**config.mk**
```make
export PLATFORM = sky130hd
export DESIGN_NAME = bot_io_arbiter
export DESIGN_NICKNAME = d
export VERILOG_FILES = /design/src/rtl/bot_io_arbiter.sv
export SDC_FILE = /design/constraint.sdc
export NUM_CORES = 1
export LEC_CHECK = 0
export ABC_AREA = 1
export BUFFER_PORTS_ARGS = -buffer_cell sky130_fd_sc_hd__buf_2
export CELL_PAD_IN_SITES_DETAIL_PLACEMENT = 1
export CELL_PAD_IN_SITES_GLOBAL_PLACEMENT = 2
export CORE_AREA = 3 3 86 88
export DETAILED_ROUTE_END_ITERATION = 10
export DIE_AREA = 0 0 89 91
export PLACE_DENSITY_LB_ADDON = 0.1
export SLEW_MARGIN = 40
export SYNTH_ARGS = -nofsm -noshare
export SYNTH_HDL_FRONTEND = slang
export SYNTH_SLANG_ARGS = --single-unit
```
**constraint.sdc**
```tcl
create_clock -name sysclk -period 3 [get_ports sysclk]
set_clock_uncertainty 0.1 [all_clocks]
set_input_delay 0.15 -clock sysclk [delete_from_list [all_inputs] [get_ports sysclk]]
set_output_delay 0.15 -clock sysclk [all_outputs]
set_load 0.01 [all_outputs]
```
**src/rtl/bot_io_arbiter.sv**
```systemverilog
// Two-master round-robin arbiter/sequencer for the port-mapped I/O bus.
// Optional bus-hold (lock) support is built when BOT_ARB_LOCK_EN is defined.
module bot_io_arbiter #(
   parameter int READ_LAT = 1
) (
   input  logic       sysclk,
   input  logic       sysreset,
   input  logic       req0,
   input  logic       req1,
   input  logic       we0,
   input  logic       we1,
   input  logic [7:0] addr0,
   input  logic [7:0] addr1,
   input  logic [7:0] wdata0,
   input  logic [7:0] wdata1,
   input  logic       lock0,
   input  logic       lock1,
   output logic [1:0] gnt,
   output logic       ack0,
   output logic       ack1,
   output logic [7:0] rdata,
   output logic [7:0] port_id,
   output logic [7:0] io_data_out,
   output logic       write_strobe,
   output logic       read_strobe,
   input  logic [7:0] bus_rdata,
   output logic       busy
);

   typedef enum logic [1:0] {IDLE, XFER, RWAIT, DONE} state_t;

   state_t     state_reg;
   logic       owner_reg;
   logic       we_reg;
   logic       last_grant_reg;
   logic [1:0] cnt_reg;

   logic       win_next;
   logic       lock_grant_next;
   logic       sel_we_next;
   logic [7:0] sel_addr_next;
   logic [7:0] sel_wdata_next;

`ifdef BOT_ARB_LOCK_EN
   logic       lock_arm_reg;
   logic [2:0] hold_cnt_reg;
`else
   logic       unused_lock;
   assign unused_lock = lock0 ^ lock1;
`endif

   // Winner selection; a tie goes to the master that did not win last time.
   always_comb begin
      win_next        = 1'b0;
      lock_grant_next = 1'b0;
      if (req0 && req1)
         win_next = ~last_grant_reg;
      else
         win_next = req1;
`ifdef BOT_ARB_LOCK_EN
      if (lock_arm_reg && (owner_reg ? req1 : req0)) begin
         win_next        = owner_reg;
         lock_grant_next = 1'b1;
      end
`endif
      sel_we_next    = win_next ? we1    : we0;
      sel_addr_next  = win_next ? addr1  : addr0;
      sel_wdata_next = win_next ? wdata1 : wdata0;
   end

   always_ff @(posedge sysclk or posedge sysreset) begin
      if (sysreset) begin
         state_reg      <= IDLE;
         owner_reg      <= 1'b0;
         we_reg         <= 1'b0;
         last_grant_reg <= 1'b1;
         cnt_reg        <= 2'd0;
         gnt            <= 2'b00;
         ack0           <= 1'b0;
         ack1           <= 1'b0;
         rdata          <= 8'h00;
         port_id        <= 8'h00;
         io_data_out    <= 8'h00;
         write_strobe   <= 1'b0;
         read_strobe    <= 1'b0;
         busy           <= 1'b0;
`ifdef BOT_ARB_LOCK_EN
         lock_arm_reg   <= 1'b0;
         hold_cnt_reg   <= 3'd0;
`endif
      end else begin
         ack0 <= 1'b0;
         ack1 <= 1'b0;
         case (state_reg)
            IDLE: begin
`ifdef BOT_ARB_LOCK_EN
               lock_arm_reg <= 1'b0;
`endif
               if (req0 || req1) begin
                  owner_reg    <= win_next;
                  we_reg       <= sel_we_next;
                  port_id      <= sel_addr_next;
                  io_data_out  <= sel_wdata_next;
                  gnt          <= win_next ? 2'b10 : 2'b01;
                  write_strobe <= sel_we_next;
                  read_strobe  <= ~sel_we_next;
                  busy         <= 1'b1;
                  state_reg    <= XFER;
                  if (!lock_grant_next)
                     last_grant_reg <= win_next;
`ifdef BOT_ARB_LOCK_EN
                  hold_cnt_reg <= lock_grant_next ? hold_cnt_reg + 3'd1 : 3'd1;
`endif
               end
            end
            XFER: begin
               write_strobe <= 1'b0;
               read_strobe  <= 1'b0;
               if (we_reg) begin
                  ack0      <= ~owner_reg;
                  ack1      <= owner_reg;
                  state_reg <= DONE;
               end else begin
                  cnt_reg   <= 2'(READ_LAT - 1);
                  state_reg <= RWAIT;
               end
            end
            RWAIT: begin
               if (cnt_reg == 2'd0) begin
                  rdata     <= bus_rdata;
                  ack0      <= ~owner_reg;
                  ack1      <= owner_reg;
                  state_reg <= DONE;
               end else begin
                  cnt_reg <= cnt_reg - 2'd1;
               end
            end
            DONE: begin
               gnt       <= 2'b00;
               busy      <= 1'b0;
               state_reg <= IDLE;
`ifdef BOT_ARB_LOCK_EN
               // Re-grant eligibility is decided here and consumed in the next IDLE cycle.
               lock_arm_reg <= (owner_reg ? lock1 : lock0) && (hold_cnt_reg < 3'd4);
`endif
            end
            default: state_reg <= IDLE;
         endcase
      end
   end

endmodule

```
==> impl_summary.txt, run 1 <==
----------------------------------------------------
[Outcome]
  Run status ... finished clean

[Worst setup path]
  Startpoint of the worst-slack reg-to-reg timing path ... state_reg[0]
  Crit end category ... register
  CP max FO ... 20
  Data arrival time of the critical path ... 2.03 ns
  Startpoint of the worst setup timing path ... state_reg[0]
  Class of the most critical setup path ... reg -> reg
  Worst EP required ... approximately 3.1 ns
  Category of the worst setup path launch point ... register

[Global route]
  Vias in the first global route ... ~1.9k
  Initial antenna violation count ... 0
  Remaining Overflow, GRT ... 0
  Wire length of the first global-routing pass ... approximately 8600 microns
  Pin count of the biggest net entering global routing ... 25
  Total global-route track usage ... between 10 and 15%

[Timing]
  Final setup violation count ... 0
  F_max ... 522 MHz
  Number of hold violations in the final report ... 0
  Worst slack on hold paths ... approximately 0.039 ns
  Number of pins with negative max-slew slack in the final report ... 0
  Slew at the pin closest to its max-slew limit ... around 0.64 ns
  Setup repair after global routing missed its margin ... false
  Max-slew headroom ... between 50% and 60%
  Shortest period the worst path allows ... approximately 1.9 ns
  Portion of the clock cycle consumed by the worst path in the final layout ... between 60% and 70%
  Setup_tns ... 0 ns

[Floorplanning]
  Horiz. Die Dim ... between 80 and 90 microns
  Core box area ... around 0.0067 sq mm
  Initial Util ... between 20% and 30%
  Die area ... ~0.0081 sq mm
  Height of the die ... roughly 91 microns
  Cell row count ... 30
  I/O pin cnt ... 79

[Logic synthesis]
  Dominant cells by area after synthesis ... sky130_fd_sc_hd__dfrtp_1 49%, sky130_fd_sc_hd__nand2_1 25%, sky130_fd_sc_hd__ha_1 5.3%, sky130_fd_sc_hd__mux2_2 4.8%, sky130_fd_sc_hd__inv_1 3.0%
  Cell count after synthesis ... 230
  Post-Syn Area ... around 0.0019 sq mm
  Cell variety after synth ... 20
  Sequential share of the synthesized area ... between 50% and 60%
  Synth async-reset ratio ... 100%
  Synth area leader ... sky130_fd_sc_hd__dfrtp_1
  Yosys warnings ... 0
  Net count after synthesis ... approximately 290
  Top FF cell, synth ... sky130_fd_sc_hd__dfrtp_1
  Number of enable-type register cells in the synthesized netlist ... 0
  Top-area cell type share of the netlist area ... between 40% and 50%
  Average footprint of a synthesized cell ... between 8 and 9 sq um
  Count of state elements after synthesis ... 38

[Drt]
  DRT Wirelength ... 5170 microns
  Post-route antenna net violation count ... 0
  Starting DRC count in detailed routing ... 38
  Post-detailed-route via-to-cell ratio ... 4.38
  Number of vias after detailed routing ... 1744
  DR DRC count ... 0
  Length of the first detailed-routing pass in iterations ... 4
  WL/cell ... 13.0 microns

[Finish]
  Area growth, synth to finish ... 33.1%
  Post-layout instance count excluding filler cells ... roughly 400
  Area occupied by registers ... about 950 sq um
  Fin nets ... 373
  Number of filler instances in the final layout ... around 850
  Fraction of final layout cells sized beyond drive strength 1 ... between 30% and 40%
  Area occupied by multi-input gates ... approximately 810 sq um
  Count of antenna diodes in the layout ... 0
  Biggest registers after layout ... io_data_out (8), port_id (8), rdata (8)

[Power and ir drop]
  Peak VDD IR ... 0.324 mV
  Power density normalized to cell area ... roughly 930 mW/mm^2
  LEAKAGE ... 1.45 nW

[CTS]
  Count of hold-fix buffers inserted at cts ... 9
  Clock Latency Late Sink ... 0.29 ns
  Total setup buffers inserted after CTS ... 0
  Clock-pin slew on the worst setup and hold paths ... 0.08 ns
  Clock tree from TritonCTS ... yes
  Root buffer selected by CTS ... sky130_fd_sc_hd__clkbuf_8
  Number of levels in the clock H-tree ... 2
  Clock buffer count from CTS ... 5
  Sinks on Clock Net ... 38
  Number of gates resized after CTS ... 0
  Max Buffers Root-to-Sink ... 2

[Placement]
  Port buffer count ... 76
  Routability-driven placement congestion ratio ... slightly below 0.7
  Total instance count after detailed placement ... around 380
  Estimated wirelength of the detail-placed design ... between 3000 and 4000 microns

[Worst hold path]
  HP Start ... addr1[0]
  Worst min path class ... in -> reg

[Flow run]
  Number of maximum-capacitance violations ... 0

----------------------------------------------------
## Yosys cell counts, types with 2 or more instances
cell,number
sky130_fd_sc_hd__inv_1,15
sky130_fd_sc_hd__ha_1,8
sky130_fd_sc_hd__o21ai_0,7
sky130_fd_sc_hd__nor2_1,6
sky130_fd_sc_hd__nand2_2,2
sky130_fd_sc_hd__nand2_1,124
sky130_fd_sc_hd__buf_4,2
sky130_fd_sc_hd__nand3_1,8
sky130_fd_sc_hd__buf_2,2
sky130_fd_sc_hd__dfrtp_1,37
sky130_fd_sc_hd__mux2_2,8
sky130_fd_sc_hd__buf_6,3
## worst max-delay path, cell delays in order, from the launching register on
cell and delay, ns:
sky130_fd_sc_hd__dfrtp_1 0.44, sky130_fd_sc_hd__inv_1 0.17, sky130_fd_sc_hd__ha_1 0.32, sky130_fd_sc_hd__o21ai_2 0.10, sky130_fd_sc_hd__inv_1 0.48, sky130_fd_sc_hd__nand3_1 0.12
sky130_fd_sc_hd__o21ai_0 0.10
## power by group
group,internal [mW],switching (mW)
Sequential,0.757,0.125
Combinational,0.433,0.626
Clock,0.185,0.190
## layout by cell type, fill, tap and decap left out
cell type                         n
sky130_fd_sc_hd__clkinvlp_4       1
sky130_fd_sc_hd__clkinv_2         1
sky130_fd_sc_hd__o21ai_2          1
sky130_fd_sc_hd__o21ai_0          7
sky130_fd_sc_hd__buf_2           76
sky130_fd_sc_hd__dlygate4sd3_1    9
sky130_fd_sc_hd__nand3b_1         1
sky130_fd_sc_hd__dfstp_2          1
sky130_fd_sc_hd__inv_2            2
sky130_fd_sc_hd__or2_2            1
sky130_fd_sc_hd__a21oi_1          1
sky130_fd_sc_hd__inv_1           14
sky130_fd_sc_hd__dfrtp_1         37
sky130_fd_sc_hd__clkbuf_8         6
sky130_fd_sc_hd__nand3_1          8
sky130_fd_sc_hd__mux2_2           8
sky130_fd_sc_hd__nand2_1        124
sky130_fd_sc_hd__nand2_2          2
sky130_fd_sc_hd__o21ai_1          1
sky130_fd_sc_hd__nor2_1           6
sky130_fd_sc_hd__buf_4            2
sky130_fd_sc_hd__ha_1             8
sky130_fd_sc_hd__o211ai_1         1
## layer usage
metal  track usage (%)  wire length (microns)  vias up
met5                 0                      0        -
met3              4.63                    399        5
met4              4.09                     59        0
li1                  -                      -      875
met1              15.8                   2200      812
met2              24.0                   2510       52
## logic make-up (layout without fill, tap and decap cells)
logic type | Yosys count | after routing | share of synthesized area [%]
muxes | 8 | 8 | 4.80
and+or+nand+nor | 142 | 142 | 29.5
DFF | 38 | 38 | 50.7
buffers and inverters | 23 | 111 | 6.33
AOI/OAI and AO/OA | 11 | 11 | 3.27
adders and majority gates | 8 | 8 | 5.33
## cell type report
class	instances	area share, %
tap	80	4.01
clock buffer	6	3.30
inverter	16	2.40
timing repair buffer	87	19.4
clock inverter	2	0.501
sequential	38	38.1
multi-input combinational	169	32.2
## stage by stage
| step | util, % | setup WS (ns) | total power [mW] | area [sq um] |
|---|---|---|---|---|
| final | 37.2 | 1.08 | 2.32 | 2500 |
| after CTS | 37.2 | 1.01 | 2.37 | 2500 |
| after global placement | 34.4 | 1.07 | 1.95 | 2310 |
| after floorplan | - | 1.51 | 1.59 | 1880 |
| after global routing | 37.2 | 0.810 | 2.57 | 2500 |
| after detailed placement | 34.4 | 1.01 | 1.98 | 2310 |
## final timing paths
path	slack (ns)	end	depth (start not counted)
worst max register to register	1.08	gnt[0]	6
worst min register to register	0.34	ack0	1
min in group asynchronous	0.35	port_id[2]	3
worst max-delay path	1.08	gnt[0]	6
max in group asynchronous	1.85	owner_reg	4
worst min-delay path	0.04	port_id[0]	5
No activity file was read; power rests on OpenSTA's default activity.
==> inputs of run 2 (changes only) <==
--- a/config.mk
+++ b/config.mk
@@ -9,9 +9,9 @@
 export BUFFER_PORTS_ARGS = -buffer_cell sky130_fd_sc_hd__buf_2
 export CELL_PAD_IN_SITES_DETAIL_PLACEMENT = 1
 export CELL_PAD_IN_SITES_GLOBAL_PLACEMENT = 2
-export CORE_AREA = 3 3 86 88
+export CORE_AREA = 3 3 95 97
 export DETAILED_ROUTE_END_ITERATION = 10
-export DIE_AREA = 0 0 89 91
+export DIE_AREA = 0 0 98 100
 export PLACE_DENSITY_LB_ADDON = 0.1
 export SLEW_MARGIN = 40
 export SYNTH_ARGS = -nofsm -noshare
==> constraint.sdc (replaced) <==
create_clock -name sysclk -period 1.6 [get_ports sysclk]
set_clock_uncertainty 0.1 [all_clocks]
set_input_delay 0.08 -clock sysclk [delete_from_list [all_inputs] [get_ports sysclk]]
set_output_delay 0.08 -clock sysclk [all_outputs]
set_load 0.01 [all_outputs]
==> run 2 against run 1 <==
Compared with the run above: via count increased by 8.3%; hold slack worse by 0.016 ns; sequential cell count unchanged; global-route usage fell by 0.77 points; first-iteration DRC count shrank 24%; critical endpoint is now rdata[7]; highest routed layer unchanged.
==> impl_summary.txt, run 2 (same netlist as run 1, synthesis figures left out) <==
----------------------------------------------------
[Global route]
  Vias in the first global route ... 2158 (was 1864)
  Remaining Overflow, GRT ... 0 (unchanged)
  Pin count of the biggest net entering global routing ... 39 (was 25)
  Initial antenna violation count ... 0 (unchanged)
  Wire length of the first global-routing pass ... 10300 microns (was 8630 microns)
  Total global-route track usage ... 13.0% (was 13.8%)

[CTS]
  Clock tree from TritonCTS ... yes (unchanged)
  Sinks on Clock Net ... 38 (unchanged)
  Clock-pin slew on the worst setup and hold paths ... 0.09 ns (was 0.08 ns)
  Number of levels in the clock H-tree ... 2 (unchanged)
  Clock Latency Late Sink ... 0.29 ns (about the same)
  Clock buffer count from CTS ... 5 (unchanged)
  Max Buffers Root-to-Sink ... 2 (unchanged)
  Root buffer selected by CTS ... sky130_fd_sc_hd__clkbuf_8 (unchanged)

[Worst setup path]
  Class of the most critical setup path ... reg -> reg (unchanged)
  Worst flop-to-flop path endpoint ... rdata[7] (was gnt[0])
  Crit end category ... register (unchanged)
  Startpoint of the worst setup timing path ... state_reg[1] (was state_reg[0])
  Crit-path slowest cell ... sky130_fd_sc_hd__dfrtp_1 (was sky130_fd_sc_hd__inv_1)
  End point of the critical path ... rdata[7] (was gnt[0])
  Startpoint of the worst-slack reg-to-reg timing path ... state_reg[1] (was state_reg[0])
  Register-to-register path setup slack ... 0.08 ns (was 1.08 ns)
  Category of the worst setup path launch point ... register (unchanged)
  Critical Path, Cell by Cell ... buf_4 > ha_1 > nand2_2 > mux2_2 (was inv_1 > ha_1 > o21ai_2 > inv_1 > nand3_1 > o21ai_0)
  Worst EP required ... 1.68 ns (was 3.11 ns)
  Largest incremental delay on the critical path ... 0.40 ns (was 0.48 ns)
  Data arrival time of the critical path ... 1.60 ns (was 2.03 ns)
  Path length in cells of the critical path ... 4 (was 6)
  Family of cells with the greatest summed delay on the critical path ... flip-flops (was buffers and inverters)
  Bufs and invs on worst path ... 1 (was 2)
  CP max FO ... 8 (was 20)
  Number of cell instances on the worst register-to-register path ... 4 (was 6)

[Finish]
  Count of antenna diodes in the layout ... 0 (unchanged)
  Biggest registers after layout ... io_data_out (8), port_id (8), rdata (8) (unchanged)
  Most common cell after layout, fill and taps aside ... sky130_fd_sc_hd__nand2_1 (unchanged)
  Final Util ... 35.9% (was 37.2%)
  Area growth, synth to finish ... 57.3% (was 33.1%)
  Fin nets ... 411 (was 373)
  Fraction of final layout cells sized beyond drive strength 1 ... 32.0% (was 31.8%)
  Most used cells in the layout excluding fill and tap cells ... 122 x sky130_fd_sc_hd__nand2_1, 76 x sky130_fd_sc_hd__buf_2, 39 x sky130_fd_sc_hd__dlygate4sd3_1, 37 x sky130_fd_sc_hd__dfrtp_1, 13 x sky130_fd_sc_hd__inv_1 (was 124 x sky130_fd_sc_hd__nand2_1, 76 x sky130_fd_sc_hd__buf_2, 37 x sky130_fd_sc_hd__dfrtp_1, 14 x sky130_fd_sc_hd__inv_1, 9 x sky130_fd_sc_hd__dlygate4sd3_1)

[Placement]
  Routability-driven placement congestion ratio ... 0.727 (was 0.696)
  Estimated wirelength of the detail-placed design ... 4100 microns (was 3720 microns)
  Port buffer count ... 76 (unchanged)

[Power and ir drop]
  Net Sw Frac ... 37.6% (was 40.6%)
  Total internal power ... 3.07 mW (was 1.37 mW)
  Relative contribution of combinational cells to total power ... 46.0% (was 45.7%)
  Share of power burned in registers ... 33.0% (was 38.1%)
  Switching pwr ... 1.85 mW (was 0.941 mW)
  Power density normalized to cell area ... 1670 mW/mm^2 (was 927 mW/mm^2)
  Relative contribution of the clock network to total power ... 20.9% (was 16.2%)
  LEAKAGE ... 1.64 nW (was 1.45 nW)
  Peak VDD IR ... 0.620 mV (was 0.324 mV)

[Outcome]
  Run status ... finished clean (unchanged)

[Timing]
  Shortest period the worst path allows ... 1.52 ns (was 1.92 ns)
  Setup repair after global routing missed its margin ... true (was false)
  Number of hold violations in the final report ... 0 (unchanged)
  F_max ... 658 MHz (was 522 MHz)
  Portion of the clock cycle consumed by the worst path in the final layout ... 95.0% (was 63.9%)
  Worst slack on hold paths ... 0.0226 ns (was 0.0389 ns)
  Final setup violation count ... 0 (unchanged)
  Number of pins with negative max-slew slack in the final report ... 0 (unchanged)
  Max-slew headroom ... 65.1% (was 57.2%)
  Slew at the pin closest to its max-slew limit ... 0.523 ns (was 0.641 ns)

[Floorplanning]
  Initial Util ... 22.8% (was 27.9%)
  Core box area ... 0.00822 sq mm (was 0.00672 sq mm)
  Cell row count ... 33 (was 30)
  I/O pin cnt ... 79 (unchanged)
  Die area ... 0.00980 sq mm (was 0.00810 sq mm)
  Horiz. Die Dim ... 98 microns (was 89 microns)
  Height of the die ... 100 microns (was 91 microns)

[Drt]
  Length of the first detailed-routing pass in iterations ... 4 (unchanged)
  Post-route antenna net violation count ... 0 (unchanged)
  Starting DRC count in detailed routing ... 29 (was 38)
  WL/cell ... 13.0 microns (about the same)
  DR DRC count ... 0 (unchanged)
  DRT Wirelength ... 5980 microns (was 5170 microns)
  Number of vias after detailed routing ... 1888 (was 1744)
  Post-detailed-route via-to-cell ratio ... 4.10 (was 4.38)

[Flow run]
  Number of maximum-capacitance violations ... 0 (unchanged)

[Worst hold path]
  Worst min path class ... in -> reg (unchanged)

----------------------------------------------------
run 2: routing by layer:
metal / track usage (%) / vias to the layer above / wire length (microns)
met5: 0 / - / 0
met1: 15.8 / 883 / 2650
met4: 4.15 / 0 / 80
met3: 2.50 / 8 / 252
met2: 23.4 / 46 / 2990
li1: - / 951 / -
run 2: cell type report:
cell class / instances / area (sq um)
clock buffer: 6 / 82.6
fill: 1001 / 5270
clock inverter: 2 / 60.1
multi-input combinational: 169 / 820
timing repair buffer: 125 / 846
inverter: 16 / 60.1
sequential: 38 / 952
tap: 105 / 131
run 2: metrics by stage:
step | power (mW) | std cells | area (sq um) | setup WS [ns] | TNS [ns]
after floorplan | 2.99 | 230 | 1880 | 0.112 | 0
after global placement | 3.81 | 414 | 2400 | -0.00778 | -0.0556
after detailed placement | 3.86 | 414 | 2400 | -0.0203 | -0.149
after CTS | 5.03 | 461 | 2940 | 0.0242 | 0
after global routing | 5.42 | 461 | 2950 | -0.00868 | -0.0288
final | 4.92 | 461 | 2950 | 0.0799 | 0
run 2: power groups by stage:
stage               registers (mW)  clock network (mW)  logic [mW]
floorplan                     1.83                   0        1.15
global placement              1.64                   0        2.17
detailed placement            1.66                   0        2.20
CTS                           1.64                1.08        2.31
global route                  1.70                1.11        2.61
finish                        1.62                1.03        2.26
run 2: worst min-delay path: stages:
cell and delay (ns):
sky130_fd_sc_hd__buf_2 0.08, sky130_fd_sc_hd__nand2_1 0.04, sky130_fd_sc_hd__nand2_1 0.07, sky130_fd_sc_hd__nand2_1 0.05, sky130_fd_sc_hd__nand2_1 0.05
run 2: worst min-delay path by stage:
stage | startpoint | depth (start not counted) | endpoint | slack (ns)
global route | addr0[6] | 5 | port_id[6] | 0.06
finish | addr0[6] | 5 | port_id[6] | 0.02
CTS | addr0[5] | 5 | port_id[5] | 0.006
detailed placement | sysreset | 3 | rdata[7] | 0.14
global placement | sysreset | 3 | rdata[7] | 0.13
floorplan | bus_rdata[0] | 1 | rdata[0] | 0.13
run 2: what timing repair did:
| item | CTS | global route |
|---|---|---|
| setup endpoints to repair | 21 | 18 |
| hold buffers | 39 | 0 |
| setup buffers | 0 | 0 |
| cloned | 0 | 0 |
| endpoints found under the hold margin | 61 | 0 |
| gates resized for setup | 3 | 4 |
==> inputs of run 3 (changes only) <==
--- a/config.mk
+++ b/config.mk
@@ -12,7 +12,8 @@
 export CORE_AREA = 3 3 95 97
 export DETAILED_ROUTE_END_ITERATION = 10
 export DIE_AREA = 0 0 98 100
-export PLACE_DENSITY_LB_ADDON = 0.1
+export MAX_ROUTING_LAYER = met4
+export PLACE_DENSITY = 0.69
 export SLEW_MARGIN = 40
 export SYNTH_ARGS = -nofsm -noshare
 export SYNTH_HDL_FRONTEND = slang
==> run 3 against run 2 <==
Compared with the run above: worst setup slack improved by 0.047 ns; register-to-register slack improved by 0.05 ns; maximum frequency increased by 3.2%; non-clock buffer count decreased by 2; clock power decreased by 39%; sequential share of layout area increased by 0.77 points.
==> impl_summary.txt, run 3 (same netlist as run 1, synthesis figures left out) <==
----------------------------------------------------
[Timing]
  F_max ... 679 MHz (was 658 MHz)
  Portion of the clock cycle consumed by the worst path in the final layout ... 92.1% (was 95.0%)
  Number of hold violations in the final report ... 0 (unchanged)
  Setup repair after global routing missed its margin ... false (was true)
  Setup_tns ... 0 ns (unchanged)
  Worst slack on hold paths ... 0.00853 ns (was 0.0226 ns)
  Slew at the pin closest to its max-slew limit ... 0.503 ns (was 0.523 ns)
  Number of pins with negative max-slew slack in the final report ... 0 (unchanged)
  Max-slew headroom ... 66.5% (was 65.1%)
  Shortest period the worst path allows ... 1.47 ns (was 1.52 ns)
  Final setup violation count ... 0 (unchanged)

[Power and ir drop]
  Power density normalized to cell area ... 1560 mW/mm^2 (was 1670 mW/mm^2)
  Relative contribution of combinational cells to total power ... 49.5% (was 46.0%)
  Power consumption ... 4.51 mW (was 4.92 mW)
  LEAKAGE ... 1.60 nW (was 1.64 nW)
  Net Sw Frac ... 39.9% (was 37.6%)
  Peak VDD IR ... 0.407 mV (was 0.620 mV)
  Relative contribution of the clock network to total power ... 13.9% (was 20.9%)
  Switching pwr ... 1.80 mW (was 1.85 mW)
  Total internal power ... 2.71 mW (was 3.07 mW)
  Share of power burned in registers ... 36.6% (was 33.0%)

[Floorplanning]
  I/O pin cnt ... 79 (unchanged)
  Height of the die ... 100 microns (unchanged)
  Initial Util ... 22.8% (unchanged)
  Horiz. Die Dim ... 98 microns (unchanged)
  Core box area ... 0.00822 sq mm (unchanged)
  Die area ... 0.00980 sq mm (unchanged)
  Cell row count ... 33 (unchanged)

[Finish]
  Count of antenna diodes in the layout ... 0 (unchanged)
  Fraction of final layout cells sized beyond drive strength 1 ... 30.5% (was 32.0%)
  Most common cell after layout, fill and taps aside ... sky130_fd_sc_hd__nand2_1 (unchanged)
  Fin nets ... 409 (was 411)
  Area growth, synth to finish ... 53.6% (was 57.3%)
  Biggest registers after layout ... io_data_out (8), port_id (8), rdata (8) (unchanged)
  Most used cells in the layout excluding fill and tap cells ... 123 x sky130_fd_sc_hd__nand2_1, 76 x sky130_fd_sc_hd__buf_2, 39 x sky130_fd_sc_hd__dlygate4sd3_1, 37 x sky130_fd_sc_hd__dfrtp_1, 12 x sky130_fd_sc_hd__inv_1 (was 122 x sky130_fd_sc_hd__nand2_1, 76 x sky130_fd_sc_hd__buf_2, 39 x sky130_fd_sc_hd__dlygate4sd3_1, 37 x sky130_fd_sc_hd__dfrtp_1, 13 x sky130_fd_sc_hd__inv_1)

[CTS]
  Clock-pin slew on the worst setup and hold paths ... 0.07 ns (was 0.09 ns)
  Clock buffer count from CTS ... 5 (unchanged)
  Clock Latency Late Sink ... 0.28 ns (was 0.29 ns)
  Root buffer selected by CTS ... sky130_fd_sc_hd__clkbuf_8 (unchanged)
  Total setup buffers inserted after CTS ... 0 (unchanged)
  Max Buffers Root-to-Sink ... 2 (unchanged)
  Sinks on Clock Net ... 38 (unchanged)
  Number of levels in the clock H-tree ... 2 (unchanged)
  Clock tree from TritonCTS ... yes (unchanged)

[Drt]
  WL/cell ... 12.7 microns (was 13.0 microns)
  Length of the first detailed-routing pass in iterations ... 4 (unchanged)
  Detail Route met3 WL ... 242 microns (was 252 microns)
  Number of vias after detailed routing ... 1874 (was 1888)
  DRT Wirelength ... 5840 microns (was 5980 microns)
  DR DRC count ... 0 (unchanged)
  Post-route antenna net violation count ... 0 (unchanged)
  Post-detailed-route via-to-cell ratio ... 4.08 (was 4.10)
  Total length of routed met2 wires ... 2870 microns (was 2990 microns)
  Starting DRC count in detailed routing ... 20 (was 29)
  Highest metal layer with signal wires ... met4 (unchanged)
  Routed metal-1 wire length ... 2600 microns (was 2650 microns)

[Worst setup path]
  Worst flop-to-flop path endpoint ... read_strobe (was rdata[7])
  Category of the worst setup path launch point ... register (unchanged)
  Startpoint of the worst-slack reg-to-reg timing path ... state_reg[0] (was state_reg[1])
  Worst EP required ... 1.68 ns (about the same)
  CP max FO ... 4 (was 8)
  Class of the most critical setup path ... reg -> reg (unchanged)
  Data arrival time of the critical path ... 1.55 ns (was 1.60 ns)
  Register-to-register path setup slack ... 0.13 ns (was 0.08 ns)
  Crit end category ... register (unchanged)
  Number of cell instances on the worst register-to-register path ... 7 (was 4)

[Outcome]
  Run status ... finished clean (unchanged)

[Global route]
  Total global-route track usage ... 13.1% (was 13.0%)
  Vias in the first global route ... 2071 (was 2158)
  Initial antenna violation count ... 0 (unchanged)
  Wire length of the first global-routing pass ... 9910 microns (was 10300 microns)
  Pin count of the biggest net entering global routing ... 39 (unchanged)
  Remaining Overflow, GRT ... 0 (unchanged)

[Worst hold path]
  Worst min path class ... in -> reg (unchanged)
  HP Start ... wdata0[2] (was addr0[6])
  Cell depth of the worst hold path ... 5 (unchanged)
  End point of the most critical hold path ... io_data_out[2] (was port_id[6])

[Placement]
  Routability-driven placement congestion ratio ... 0.755 (was 0.727)
  Port buffer count ... 76 (unchanged)
  Estimated wirelength of the detail-placed design ... 3860 microns (was 4100 microns)

[Flow run]
  Number of maximum-capacitance violations ... 0 (unchanged)

----------------------------------------------------
run 3: cell count changes in the layout (fill, tap and decap cells not counted), moves of 2 or more:
cell / previous run / this run
sky130_fd_sc_hd__clkbuf_1: 0 / 3
sky130_fd_sc_hd__ha_2: 2 / 0
sky130_fd_sc_hd__buf_4: 10 / 7
sky130_fd_sc_hd__bufinv_16: 2 / 0
run 3: worst max-delay path by stage:
stage / startpoint / end / slack [ns]
final: state_reg[0] / read_strobe / 0.13
after global routing: last_grant_reg / port_id[6] / 0.006
after CTS: state_reg[1] / write_strobe / 0.02
after detailed placement: state_reg[1] / gnt[0] / -0.02
after global placement: state_reg[1] / gnt[0] / 0.04
after floorplan: state_reg[0] / rdata[0] / 0.11
run 3: per-layer routing:
| layer | vias to the layer above | track usage, % |
|---|---|---|
| li1 | 948 | - |
| met2 | 48 | 22.5 |
| met4 | 0 | 5.22 |
| met3 | 8 | 1.95 |
| met1 | 870 | 15.4 |
| met5 | - | - |
run 3: timing repair:
action | 4_1_cts | 5_1_grt
resized for setup | 1 | 7
hold endpoints to repair | 61 | 0
hold buffers | 39 | 0
endpoints found under the setup margin | 1 | 31
run 3: power groups by stage:
stage / Sequential [mW] / Clock [mW] / Combinational (mW)
after global routing: 1.72 / 0.703 / 2.57
after CTS: 1.66 / 0.667 / 2.22
after detailed placement: 1.67 / 0 / 2.12
after global placement: 1.65 / 0 / 2.11
final: 1.65 / 0.627 / 2.23
after floorplan: 1.83 / 0 / 1.15
run 3: stage by stage:
step,instance area [sq um],util (%),cells,setup slack [ns]
floorplan,1880,-,230,0.112
global placement,2390,29.1,412,0.0411
detailed placement,2390,29.1,412,-0.0198
CTS,2860,34.9,459,0.0241
global route,2880,35.1,459,0.00599
finish,2880,35.1,459,0.127
run 3: final cells by class:
| type | count | area (sq um) |
|---|---|---|
| fill | 1021 | 5330 |
| tap | 105 | 131 |
| timing repair buffer | 123 | 835 |
| sequential | 38 | 952 |
| multi-input combinational | 169 | 825 |
| inverter | 16 | 60.1 |
| clock buffer | 8 | 80.1 |
run 3: critical path, stage by stage, from the launching register on:
cell	delay, ns
sky130_fd_sc_hd__dfrtp_1	0.39
sky130_fd_sc_hd__buf_4	0.16
sky130_fd_sc_hd__ha_1	0.20
sky130_fd_sc_hd__or2_2	0.27
sky130_fd_sc_hd__nand2_1	0.11
sky130_fd_sc_hd__nor2_1	0.05
sky130_fd_sc_hd__nand2_1	0.05
sky130_fd_sc_hd__nand2_1	0.04
